<file path="src/rtl/jtframe_ram1_nslots_if.sv">
// Bus bundle for jtframe_ram1_nslots: game-core slot ports plus the SDRAM bank command/data port.
// The arbiter uses the slave modport; whatever drives the slots and models the controller uses master.
interface jtframe_ram1_nslots_if #(
    parameter int SDRAMW = 22,
    parameter int NSLOTS = 4,
    parameter int AW     = 22
);
    logic [NSLOTS*AW-1:0] slot_addr;
    logic [NSLOTS-1:0]    slot_cs;
    logic [NSLOTS-1:0]    slot_clr;
    logic [NSLOTS-1:0]    slot_ok;
    logic [NSLOTS*16-1:0] slot_dout;
    logic                 slot0_wen;
    logic [15:0]          slot0_din;
    logic [1:0]           slot0_wrmask;
    logic                 sdram_ack;
    logic                 sdram_rd;
    logic                 sdram_wr;
    logic [SDRAMW-1:0]    sdram_addr;
    logic                 data_rdy;
    logic [15:0]          data_read;
    logic [15:0]          data_write;
    logic [1:0]           sdram_wrmask;

    modport master (
        output slot_addr, slot_cs, slot_clr, slot0_wen, slot0_din, slot0_wrmask,
        output sdram_ack, data_rdy, data_read,
        input  slot_ok, slot_dout, sdram_rd, sdram_wr, sdram_addr, data_write, sdram_wrmask
    );

    modport slave (
        input  slot_addr, slot_cs, slot_clr, slot0_wen, slot0_din, slot0_wrmask,
        input  sdram_ack, data_rdy, data_read,
        output slot_ok, slot_dout, sdram_rd, sdram_wr, sdram_addr, data_write, sdram_wrmask
    );
endinterface

</file>
<file path="src/rtl/jtframe_ram1_nslots.sv">
// N-slot SDRAM bank arbiter: one-entry cache per slot, slot 0 read/write, others read-only.
// Misses go to the controller one at a time; fixed-priority or round-robin grant.
module jtframe_ram1_nslots #(
    parameter int                         SDRAMW      = 22,
    parameter int                         NSLOTS      = 4,
    parameter int                         AW          = 22,
    parameter int                         RR          = 0,
    parameter logic [NSLOTS*SDRAMW-1:0]   SLOT_OFFSET = '0
) (
    input logic                  clk,
    input logic                  rst_n,
    jtframe_ram1_nslots_if.slave bus
);
    localparam int SW = $clog2(NSLOTS);

    typedef enum logic { ST_IDLE, ST_WAIT } state_t;

    state_t                       state_q, state_d;
    logic [SW-1:0]                sel_q, sel_d, last_q, last_d;
    logic                         rd_q, rd_d, wr_q, wr_d, opwr_q, opwr_d, wdone_q, wdone_d;
    logic [SDRAMW-1:0]            addr_q, addr_d;
    logic [15:0]                  dwrite_q, dwrite_d;
    logic [1:0]                   wmask_q, wmask_d;
    logic [NSLOTS-1:0]            valid_q, valid_d;
    logic [NSLOTS-1:0][AW-1:0]    tag_q, tag_d;
    logic [NSLOTS-1:0][15:0]      data_q, data_d;

    logic [NSLOTS-1:0]            hit, req;
    logic                         wr_ok;
    logic [SW-1:0]                win;
    int                           start;

    function automatic logic [SW-1:0] pick(input logic [NSLOTS-1:0] r, input int first);
        logic [SW-1:0] w;
        logic          found;
        int            idx;
        w     = '0;
        found = 1'b0;
        for (int k = 0; k < NSLOTS; k++) begin
            idx = (first + k) % NSLOTS;
            if (!found && r[idx]) begin
                w     = idx[SW-1:0];
                found = 1'b1;
            end
        end
        return w;
    endfunction

    always_comb begin
        hit = '0;
        req = '0;
        for (int i = 0; i < NSLOTS; i++) begin
            hit[i] = bus.slot_cs[i] & valid_q[i] & (bus.slot_addr[i*AW +: AW] == tag_q[i]);
        end
        hit[0] = hit[0] & ~bus.slot0_wen;
        // The slot being served must not re-request against its own stale cache line
        for (int i = 0; i < NSLOTS; i++) begin
            req[i] = bus.slot_cs[i] & ~hit[i] & ~(state_q == ST_WAIT && int'(sel_q) == i);
        end
        req[0] = req[0] & ~wdone_q;
    end

    assign wr_ok            = wdone_q & bus.slot_cs[0] & bus.slot0_wen;
    assign bus.slot_ok      = hit | {{(NSLOTS-1){1'b0}}, wr_ok};
    assign bus.slot_dout    = data_q;
    assign bus.sdram_rd     = rd_q;
    assign bus.sdram_wr     = wr_q;
    assign bus.sdram_addr   = addr_q;
    assign bus.data_write   = dwrite_q;
    assign bus.sdram_wrmask = wmask_q;

    assign start = (RR != 0) ? (int'(last_q) + 1) % NSLOTS : 0;
    assign win   = pick(req, start);

    always_comb begin
        logic grant;
        state_d  = state_q;
        sel_d    = sel_q;
        last_d   = last_q;
        rd_d     = rd_q;
        wr_d     = wr_q;
        opwr_d   = opwr_q;
        addr_d   = addr_q;
        dwrite_d = dwrite_q;
        wmask_d  = wmask_q;
        valid_d  = valid_q;
        tag_d    = tag_q;
        data_d   = data_q;
        grant    = 1'b0;
        wdone_d  = wdone_q & bus.slot_cs[0] & (bus.slot_addr[0 +: AW] == tag_q[0]);

        if (bus.sdram_ack) begin
            rd_d = 1'b0;
            wr_d = 1'b0;
        end

        case (state_q)
            ST_IDLE: grant = |req;
            ST_WAIT: begin
                if (bus.data_rdy) begin
                    if (opwr_q) begin
                        valid_d[0] = 1'b0;
                        wdone_d    = 1'b1;
                    end else begin
                        data_d[sel_q]  = bus.data_read;
                        valid_d[sel_q] = 1'b1;
                    end
                    grant = |req;
                    if (!grant) state_d = ST_IDLE;
                end
            end
            default: state_d = ST_IDLE;
        endcase

        if (grant) begin
            state_d     = ST_WAIT;
            sel_d       = win;
            last_d      = win;
            addr_d      = SLOT_OFFSET[int'(win)*SDRAMW +: SDRAMW]
                        + SDRAMW'(bus.slot_addr[int'(win)*AW +: AW]);
            tag_d[win]   = bus.slot_addr[int'(win)*AW +: AW];
            valid_d[win] = 1'b0;
            if (win == '0 && bus.slot0_wen) begin
                rd_d     = 1'b0;
                wr_d     = 1'b1;
                opwr_d   = 1'b1;
                dwrite_d = bus.slot0_din;
                wmask_d  = bus.slot0_wrmask;
            end else begin
                rd_d   = 1'b1;
                wr_d   = 1'b0;
                opwr_d = 1'b0;
            end
        end

        // Invalidation takes precedence over a same-cycle fill
        valid_d = valid_d & ~bus.slot_clr;
    end

    always_ff @(posedge clk) begin
        if (!rst_n) begin
            state_q  <= ST_IDLE;
            sel_q    <= '0;
            last_q   <= '0;
            rd_q     <= 1'b0;
            wr_q     <= 1'b0;
            opwr_q   <= 1'b0;
            wdone_q  <= 1'b0;
            addr_q   <= '0;
            dwrite_q <= '0;
            wmask_q  <= 2'b11;
            valid_q  <= '0;
            tag_q    <= '0;
            data_q   <= '0;
        end else begin
            state_q  <= state_d;
            sel_q    <= sel_d;
            last_q   <= last_d;
            rd_q     <= rd_d;
            wr_q     <= wr_d;
            opwr_q   <= opwr_d;
            wdone_q  <= wdone_d;
            addr_q   <= addr_d;
            dwrite_q <= dwrite_d;
            wmask_q  <= wmask_d;
            valid_q  <= valid_d;
            tag_q    <= tag_d;
            data_q   <= data_d;
        end
    end

`ifdef JTFRAME_SDRAM_CHECK
    always @(posedge clk) begin
        if (rst_n && state_q == ST_IDLE && bus.data_rdy) begin
            $display("jtframe_ram1_nslots: data_rdy received with no transfer in progress");
            $finish;
        end
    end
`endif
endmodule

</file>
<file path="src/flat_wrapper.sv">
// flat-port wrapper written by rule: the top's interface ports become plain ports
module jtframe_ram1_nslots_flat 
#(
    parameter int                         SDRAMW      = 22,
    parameter int                         NSLOTS      = 4,
    parameter int                         AW          = 22,
    parameter int                         RR          = 0,
    parameter logic [NSLOTS*SDRAMW-1:0]   SLOT_OFFSET = '0
)
  (clk, rst_n, bus_slot_addr, bus_slot_cs, bus_slot_clr, bus_slot0_wen, bus_slot0_din, bus_slot0_wrmask, bus_sdram_ack, bus_data_rdy, bus_data_read, bus_slot_ok, bus_slot_dout, bus_sdram_rd, bus_sdram_wr, bus_sdram_addr, bus_data_write, bus_sdram_wrmask);
  jtframe_ram1_nslots_if #(.SDRAMW(SDRAMW), .NSLOTS(NSLOTS), .AW(AW)) bus_i ();
  input logic clk;
  input logic rst_n;
  input wire logic [$bits(bus_i.slot_addr)-1:0] bus_slot_addr;
  input wire logic [$bits(bus_i.slot_cs)-1:0] bus_slot_cs;
  input wire logic [$bits(bus_i.slot_clr)-1:0] bus_slot_clr;
  input wire logic [$bits(bus_i.slot0_wen)-1:0] bus_slot0_wen;
  input wire logic [$bits(bus_i.slot0_din)-1:0] bus_slot0_din;
  input wire logic [$bits(bus_i.slot0_wrmask)-1:0] bus_slot0_wrmask;
  input wire logic [$bits(bus_i.sdram_ack)-1:0] bus_sdram_ack;
  input wire logic [$bits(bus_i.data_rdy)-1:0] bus_data_rdy;
  input wire logic [$bits(bus_i.data_read)-1:0] bus_data_read;
  output wire logic [$bits(bus_i.slot_ok)-1:0] bus_slot_ok;
  output wire logic [$bits(bus_i.slot_dout)-1:0] bus_slot_dout;
  output wire logic [$bits(bus_i.sdram_rd)-1:0] bus_sdram_rd;
  output wire logic [$bits(bus_i.sdram_wr)-1:0] bus_sdram_wr;
  output wire logic [$bits(bus_i.sdram_addr)-1:0] bus_sdram_addr;
  output wire logic [$bits(bus_i.data_write)-1:0] bus_data_write;
  output wire logic [$bits(bus_i.sdram_wrmask)-1:0] bus_sdram_wrmask;
  assign bus_i.slot_addr = bus_slot_addr;
  assign bus_i.slot_cs = bus_slot_cs;
  assign bus_i.slot_clr = bus_slot_clr;
  assign bus_i.slot0_wen = bus_slot0_wen;
  assign bus_i.slot0_din = bus_slot0_din;
  assign bus_i.slot0_wrmask = bus_slot0_wrmask;
  assign bus_i.sdram_ack = bus_sdram_ack;
  assign bus_i.data_rdy = bus_data_rdy;
  assign bus_i.data_read = bus_data_read;
  assign bus_slot_ok = bus_i.slot_ok;
  assign bus_slot_dout = bus_i.slot_dout;
  assign bus_sdram_rd = bus_i.sdram_rd;
  assign bus_sdram_wr = bus_i.sdram_wr;
  assign bus_sdram_addr = bus_i.sdram_addr;
  assign bus_data_write = bus_i.data_write;
  assign bus_sdram_wrmask = bus_i.sdram_wrmask;
  jtframe_ram1_nslots #(.SDRAMW(SDRAMW), .NSLOTS(NSLOTS), .AW(AW), .RR(RR), .SLOT_OFFSET(SLOT_OFFSET)) u_core (.clk(clk), .rst_n(rst_n), .bus(bus_i));
endmodule
</file>
<file path="config.mk">
export PLATFORM = sky130hd
export DESIGN_NAME = jtframe_ram1_nslots_flat
export DESIGN_NICKNAME = d
export VERILOG_FILES = /design/src/rtl/jtframe_ram1_nslots_if.sv /design/src/rtl/jtframe_ram1_nslots.sv /design/src/flat_wrapper.sv
export SDC_FILE = /design/constraint.sdc
export NUM_CORES = 1
export LEC_CHECK = 0
export CELL_PAD_IN_SITES_DETAIL_PLACEMENT = 1
export CELL_PAD_IN_SITES_GLOBAL_PLACEMENT = 1
export CORE_UTILIZATION = 35
export DETAILED_ROUTE_END_ITERATION = 10
export MAX_ROUTING_LAYER = met4
export PLACE_DENSITY_LB_ADDON = 0.08
export REMOVE_ABC_BUFFERS = 1
export SYNTH_ARGS = -nofsm -noshare
export SYNTH_HDL_FRONTEND = slang
export SYNTH_SLANG_ARGS = --single-unit
</file>
<file path="constraint.sdc">
create_clock -name clk -period 3.1 [get_ports clk]
set_input_delay 0.775 -clock clk [delete_from_list [all_inputs] [get_ports clk]]
set_output_delay 0.775 -clock clk [all_outputs]
set_load 0.01 [all_outputs]
</file>
==> key figures <==
Status
  – Status: complete, no violations

Setup path
  – Crit path capture: u_core.tag_q[26]$_SDFFE_PN0P_
  – Crit Path Class: in -> reg
  – Crit path max fanout: 11
  – Critical Path Start Type: input pin
  – Crit-path slowest cell: nor4_2
  – Worst Setup SP: bus_slot_addr[8]
  – Critical-path cell list: dlygate4sd2_1, xor2_1, nor4_2, buf_4, nand4_1, buf_4, buf_4, o21a_4, buf_4, nor3_4, buf_4, clkbuf_16, nor2_1, a211oi_1
  – WP buf/inv: 7
  – Flop2flop setup slack: 220 ps
  – Family with the most delay on the worst path: buffers and inverters
  – Setup crit end kind: register
  – Most frequent CP cell: buf_4
  – R2R cell count: 13
  – Worst path max stage delay: 340 ps
  – Reg2reg start: u_core.tag_q[8]$_SDFFE_PN0P_
  – Required time of the critical path: 3530 ps
  – Critical R2R Capture: u_core.tag_q[26]$_SDFFE_PN0P_
  – WP depth: 14
  – Critical Path AT: ~3500 ps

Synth
  – Mean Syn Cell Area: between 8 and 9 um^2
  – Largest area contributor in the netlist: dfxtp_1
  – Flops & latches, synth: 203
  – Post-synth EDFFs: 0
  – Synthesis warning total: 0
  – Most frequent cells after synthesis: 203 x dfxtp_1, 162 x nand2_1, 132 x a21oi_1
  – Top-area cell type share of the netlist area: 46.49%
  – Ys async rst share: 0%
  – Top-count cell post-synth: dfxtp_1
  – Sequential element share of the synthesized area: 46.49%
  – Mapped cell area: just under 0.009 mm^2
  – Synth cell types: 47
  – Top FF cell, synth: dfxtp_1
  – Syn Inst Count: 1045
  – Synth area leaders: dfxtp_1 46%, a21oi_1 7.6%, xor2_1 7.0%, nand2_1 7.0%, a22oi_1 3.6%

Layout
  – Layout area overhead: 55.02%
  – Fill count: 2846
  – Layout cells sized above 1: 17.27%
  – Number of nets in the layout: ~1.5k
  – Finished Layout Cells: 1728
  – Design area: 0.01355 mm^2

GRT
  – Total gr overflow: 0
  – Total track usage: 26.03%
  – Initial antenna violation count: 3
  – Number of global-route vias before repair: slightly above 9k
  – Global-route wire length before repair: just over 50 mm
  – Largest net degree at the start of global routing: 56

Floorplanning
  – Height of the die: 160.0 um
  – # IOs: 245
  – FP Rows: 57
  – Die width: 160.0 um
  – Core Area: 0.02439 mm^2
  – Initial Utilization: between 30% and 40%
  – Die ar.: about 0.026 mm^2

STA
  – Endpoints failing hold: 0
  – Slew @ Worst Pin: 692.3 ps
  – Tcrit/Tclk final: 98.69%
  – Worst hold slack: 452.2 ps
  – Fin Clk Skew: roughly 16 ps
  – Max frequency: between 0.3 and 0.4 GHz
  – Final slew viol count: 0
  – Final min period: 3059 ps
  – Final Setup Violations: 0
  – Total negative slack: 0 ps
  – Rel. slew slack: 53.85%

Run
  – Max cap viols: 0

Clocking
  – Root Buffer Master: clkbuf_16
  – Clock transition at path regs: roughly 60 ps
  – Bufs on Longest Clock Path: 3
  – Worst skew pair latency: 520 ps
  – CTS tree: yes
  – Num Clock Sinks: just over 200
  – Total CTS buffers: 24
  – Hold-fix buffers at CTS: 0
  – Htree depth: 1

Placement
  – Placed Area: roughly 0.012 mm^2
  – DP Cell Count: 1669
  – Port Buffers: 244
  – Final GP Congestion: 0.7873
  – Dpl hpwl: 23.28 mm

Routing
  – Vias: 9090
  – ANT nets after route: 0
  – Vias/cell: 5.260
  – Post-Route WL: between 30 and 40 mm
  – DR WL/cell: 19.30 um
  – Initial DRC Count: 498
  – First drt pass iteration count: 4
  – Drt drc: 0

Power
  – LEAKAGE: 5.201 nW
  – Peak VDD IR: 0.0003820 V
  – Pwr dens: 503.3 mW/mm^2

Worst hold path
  – Worst min path class: reg -> reg
==> state kept, by name, summed over array words and instances, names as in the netlist <==
signal                   flops
u_core.bus.sdram_wr          1
u_core.opwr_q                1
u_core.tag_q                88
u_core.bus.data_write       16
u_core.state_q               1
u_core.valid_q               4
u_core.bus.sdram_wrmask      2
u_core.bus.slot_dout        64
u_core.bus.sdram_addr       22
u_core.wdone_q               1
u_core.bus.sdram_rd          1
u_core.sel_q                 2
==> cell usage in the layout, fill, tap and decap left out, types with 3 or more instances in the layout <==
cell type / synthesis / routed
a211oi_1: 21 / 20
a21oi_1: 132 / 128
a21oi_2: 0 / 4
a22oi_1: 42 / 41
a31oi_1: 22 / 22
buf_12: 0 / 12
buf_4: 1 / 136
clkbuf_1: 60 / 4
clkbuf_16: 0 / 26
clkbuf_8: 0 / 3
clkdlybuf4s50_1: 0 / 192
clkinv_2: 0 / 5
clkinvlp_4: 0 / 3
dfxtp_1: 203 / 203
diode_2: 0 / 3
dlygate4sd2_1: 0 / 35
dlymetal6s2s_1: 0 / 12
mux2i_1: 23 / 23
nand2_1: 162 / 162
nand2b_1: 5 / 5
nand3_1: 51 / 51
nand4_1: 10 / 10
nor2_1: 74 / 72
nor3_1: 28 / 25
nor3_2: 1 / 3
nor4_1: 20 / 6
nor4_2: 0 / 14
o21ai_0: 47 / 46
o21ai_1: 2 / 3
o221ai_1: 3 / 3
xnor2_1: 18 / 10
xnor2_2: 0 / 8
xor2_1: 70 / 69
==> cell families after synthesis <==
| family | Yosys count | synth area share, % |
|---|---|---|
| AO/OA/AOI/OAI | 284 | 19.49 |
| XOR/XNOR | 88 | 8.816 |
| buffers and inverters | 82 | 3.778 |
| flip-flops | 203 | 46.49 |
| multiplexers | 23 | 2.633 |
| AND/OR/NAND/NOR | 365 | 18.79 |
==> per-stage QoR <==
stage	utilization [%]	setup WS (ps)	power (mW)
5_1_grt	55.56	-71.97	7.091
4_1_cts	54.88	0.6604	6.849
6_report	55.56	40.54	6.821
3_5_place_dp	51.11	-727.7	4.145
3_3_place_gp	51.11	-656.4	4.121
2_1_floorplan	-	-799.0	3.389
==> area by class of cell <==
class	count	area, um^2	share of cell area (%)
Clock inverter	9	56.30	0.4155
Timing Repair Buffer	394	3736	27.57
Sequential cell	203	4064	29.99
Antenna cell	3	7.507	0.05540
Inverter	3	13.76	0.1016
Clock buffer	32	681.9	5.032
Multi-Input combinational cell	760	4587	33.85
Tap cell	324	405.4	2.991
==> how the worst min path moves through the flow <==
stage / cells past startpoint / start / slack (ps) / to
floorplan: 2 / u_core.tag_q[87]$_SDFFE_PN0P_ / 450 / u_core.tag_q[87]$_SDFFE_PN0P_
global placement: 2 / u_core.bus.slot_dout[13]$_SDFFE_PN0P_ / 440 / u_core.bus.slot_dout[13]$_SDFFE_PN0P_
detailed placement: 2 / u_core.bus.data_write[7]$_SDFFE_PN0P_ / 450 / u_core.bus.data_write[7]$_SDFFE_PN0P_
CTS: 2 / u_core.bus.data_write[7]$_SDFFE_PN0P_ / 450 / u_core.bus.data_write[7]$_SDFFE_PN0P_
global route: 2 / u_core.bus.data_write[4]$_SDFFE_PN0P_ / 470 / u_core.bus.data_write[4]$_SDFFE_PN0P_
finish: 2 / u_core.bus.slot_dout[59]$_SDFFE_PN0P_ / 450 / u_core.bus.slot_dout[59]$_SDFFE_PN0P_
==> worst reg2reg max path, cell delays in order, from the launching register on <==
cell       delay [ps]
dfxtp_1           320
xor2_1            180
nor4_2            340
buf_4             170
nand4_1           220
buf_4             220
buf_4             140
o21a_4            250
buf_4             150
nor3_4            190
buf_4             190
clkbuf_16         180
nor2_1             50
a211oi_1          200
==> routing by layer <==
metal	up-vias	GRT usage (%)	wire length [um]
li1	4356	-	-
met1	4428	31.98	14680
met2	246	43.10	16200
met3	60	3.922	1392
met4	0	9.524	1083
met5	-	-	0
==> what timing repair did <==
action,in CTS,in global routing
gates cloned,2,1
pin swaps,20,21
buffers inserted,8,5
gates resized for setup,77,32
setup endpoints to repair,76,60
endpoints found under the hold margin,0,0
==> report_power, final <==
| group | total, mW | internal, mW | switching [mW] |
|---|---|---|---|
| Sequential | 2.86 | 2.76 | 0.100 |
| Clock | 2.67 | 1.54 | 1.13 |
| Combinational | 1.30 | 0.640 | 0.658 |
| Total | 6.82 | 4.94 | 1.89 |
No activity file was read; power rests on OpenSTA's default activity.
==> patch: new RTL, same flow settings <==
`addr_q`, `tag_q` and `data_q` no longer have a reset.
--- a/src/rtl/jtframe_ram1_nslots.sv
+++ b/src/rtl/jtframe_ram1_nslots.sv
@@ -146,12 +146,9 @@
             wr_q     <= 1'b0;
             opwr_q   <= 1'b0;
             wdone_q  <= 1'b0;
-            addr_q   <= '0;
             dwrite_q <= '0;
             wmask_q  <= 2'b11;
             valid_q  <= '0;
-            tag_q    <= '0;
-            data_q   <= '0;
         end else begin
             state_q  <= state_d;
             sel_q    <= sel_d;
@@ -160,13 +157,16 @@
             wr_q     <= wr_d;
             opwr_q   <= opwr_d;
             wdone_q  <= wdone_d;
-            addr_q   <= addr_d;
             dwrite_q <= dwrite_d;
             wmask_q  <= wmask_d;
             valid_q  <= valid_d;
-            tag_q    <= tag_d;
-            data_q   <= data_d;
         end
+    end
+
+    always_ff @(posedge clk) begin
+        addr_q <= addr_d;
+        tag_q  <= tag_d;
+        data_q <= data_d;
     end
 
 `ifdef JTFRAME_SDRAM_CHECK
Formal check against the unedited RTL: not equivalent (a bounded check fails within 4 cycles, from zero or initial values and one cycle with rst_n low).
==> patch against the unedited design <==
- the run now ends with negative setup slack left
- utilization up 2.6 points
- synthesized cell count down 47%
- clock power down 3%
- worst setup slack got worse by 0.23 ns
- highest routed layer unchanged
- routed wire length down 16%
- first-iteration DRC count decreased by 49%
- sequential cell count stayed put
- sequential power increased by 15%
- critical path depth decreased by 3
- area after synthesis shrank 3.7%
- total power increased by 5.5%
- design area up 1.1%
- global-route usage decreased by 3.0 points
- critical path type is now reg -> reg
- die area decreased by 3.7%
==> patch: results (changes against the unedited design) <==
| Metric | Value |
|---|---|
| Post-Place Cell Area | `0.0121 mm2 (was 0.0125 mm2)` |
| Multi-input logic area | `0.00319 mm2 (was 0.00459 mm2)` |
| GRT Total Usage | `23.1% (was 26.0%)` |
| Top cell type's share of synthesized area | `62.1% (was 46.5%)` |
| Vias in the first global route | `6685 (was 9274)` |
| Failing checks | `negative setup slack` |
| Layout net count | `1069 (was 1521)` |
| Nonclk inv count | `26 (was 3)` |
| Reg area | `0.00581 mm2 (was 0.00406 mm2)` |
| Top cells by area, synth | `edfxtp_1 62%, dfxtp_1 6.9%, xnor2_1 5.0% (was dfxtp_1 46%, a21oi_1 7.6%, xor2_1 7.0%)` |
| Crit-path max cell delay | `0.53 ns (was 0.34 ns)` |
| Drt initial violations | `252 (was 498)` |
| Seq/Total Area, Yosys | `69.0% (was 46.5%)` |
| Number of vias in the routed layout | `6224 (was 9090)` |
| EDFF count, synth | `174 (was 0)` |
| Crit path max fanout | `6 (was 11)` |
| Multi-input logic cell count | `315 (was 760)` |
| Non-clk buf share | `25.4% (was 27.6%)` |
| Fillers | `2284 (was 2846)` |
| Peak supply drop | `0.000306 V (was 0.000382 V)` |
| Slew @ Worst Pin | `0.796 ns (was 0.692 ns)` |
| DR vias/cell | `4.89 (was 5.26)` |
| Multiplexer share of the synthesized area | `4.76% (was 2.63%)` |
| GR Layer Usage met2 | `39.2% (was 43.1%)` |
| First-pass GRT wire length | `40.4 mm (was 51.3 mm)` |
| Routed WL | `28.1 mm (was 33.4 mm)` |
| Arrival time worst endpoint | `3.56 ns (was 3.49 ns)` |
| Non-CTS buffers | `365 (was 394)` |
| CP delay by family, top | `simple AND/OR/NAND/NOR gates (was buffers and inverters)` |
| Clock-cell share of area | `5.21% (was 5.45%)` |
| Largest family of logic cells by synthesized area | `XOR/XNOR gates (was compound AO/OA/AOI/OAI gates)` |
| Status | `finished with violations (was complete, no violations)` |
| Grt met3 use | `4.21% (was 3.92%)` |
| Setup WS pre-CTS | `-1.04 ns (was -0.728 ns)` |
| Pwr Density | `525 mW/mm2 (was 503 mW/mm2)` |
| R2r worst-path depth | `11 (was 13)` |
| Placed Instances | `1206 (was 1669)` |
| Worst setup margin | `-0.193 ns (was 0.0405 ns)` |
| Setup TNS | `-14.11 ns (was 0 ns)` |
| Mapped Cells | `558 (was 1045)` |
| Post-Synth XOR/XNOR Area | `9.16% (was 8.82%)` |
| FF+latch count | `203 (unchanged)` |
| Commonest cells post-synth | `174 x edfxtp_1, 59 x nor2_1, 48 x xnor2_1, 40 x mux2i_1, 40 x xor2_1 (was 203 x dfxtp_1, 162 x nand2_1, 132 x a21oi_1, 74 x nor2_1, 70 x xor2_1)` |
| Met1 GRT Util | `26.9% (was 32.0%)` |
| Synth Area in Compound Gates | `6.35% (was 19.5%)` |
| Post-synth cell types | `40 (was 47)` |
| Largest net degree at the start of global routing | `26 (was 56)` |
| TritonCTS buffer count | `23 (was 24)` |
| Final Hold Slack | `0.489 ns (was 0.452 ns)` |
| # setup viols final | `134 (was 0)` |
| Setup crit start | `u_core.tag_q[67] (was bus_slot_addr[8])` |
==> patch: repair_timing <==
item	CTS	global route
endpoints found under the hold margin	0	0
gates resized for setup	180	68
setup endpoints to repair	184	184
gates cloned	1	0
buffers inserted	20	7
pin swaps	63	30
==> patch: report_power, final <==
part           internal [mW]  leakage (nW)  switching, mW  total, mW
logic                  0.693          3.13          0.637       1.33
registers               3.20          1.84         0.0808       3.28
clock network           1.51         0.342           1.08       2.59
==> patch: how the worst max path moves through the flow <==
stage / endpoint / slack, ns / cells after the start
final: u_core.tag_q[25] / -0.19 / 11
after global routing: u_core.tag_q[25] / -0.26 / 11
after CTS: bus_slot_ok[3] / -0.28 / 8
after detailed placement: bus_slot_ok[3] / -1.04 / 8
after global placement: bus_slot_ok[3] / -1.00 / 8
after floorplan: u_core.tag_q[66] / -1.24 / 6
==> patch: layer usage <==
metal	wire length, um	vias up
met5	0	-
met4	1050	0
met3	1690	58
met2	14100	231
met1	11200	3103
li1	-	2832
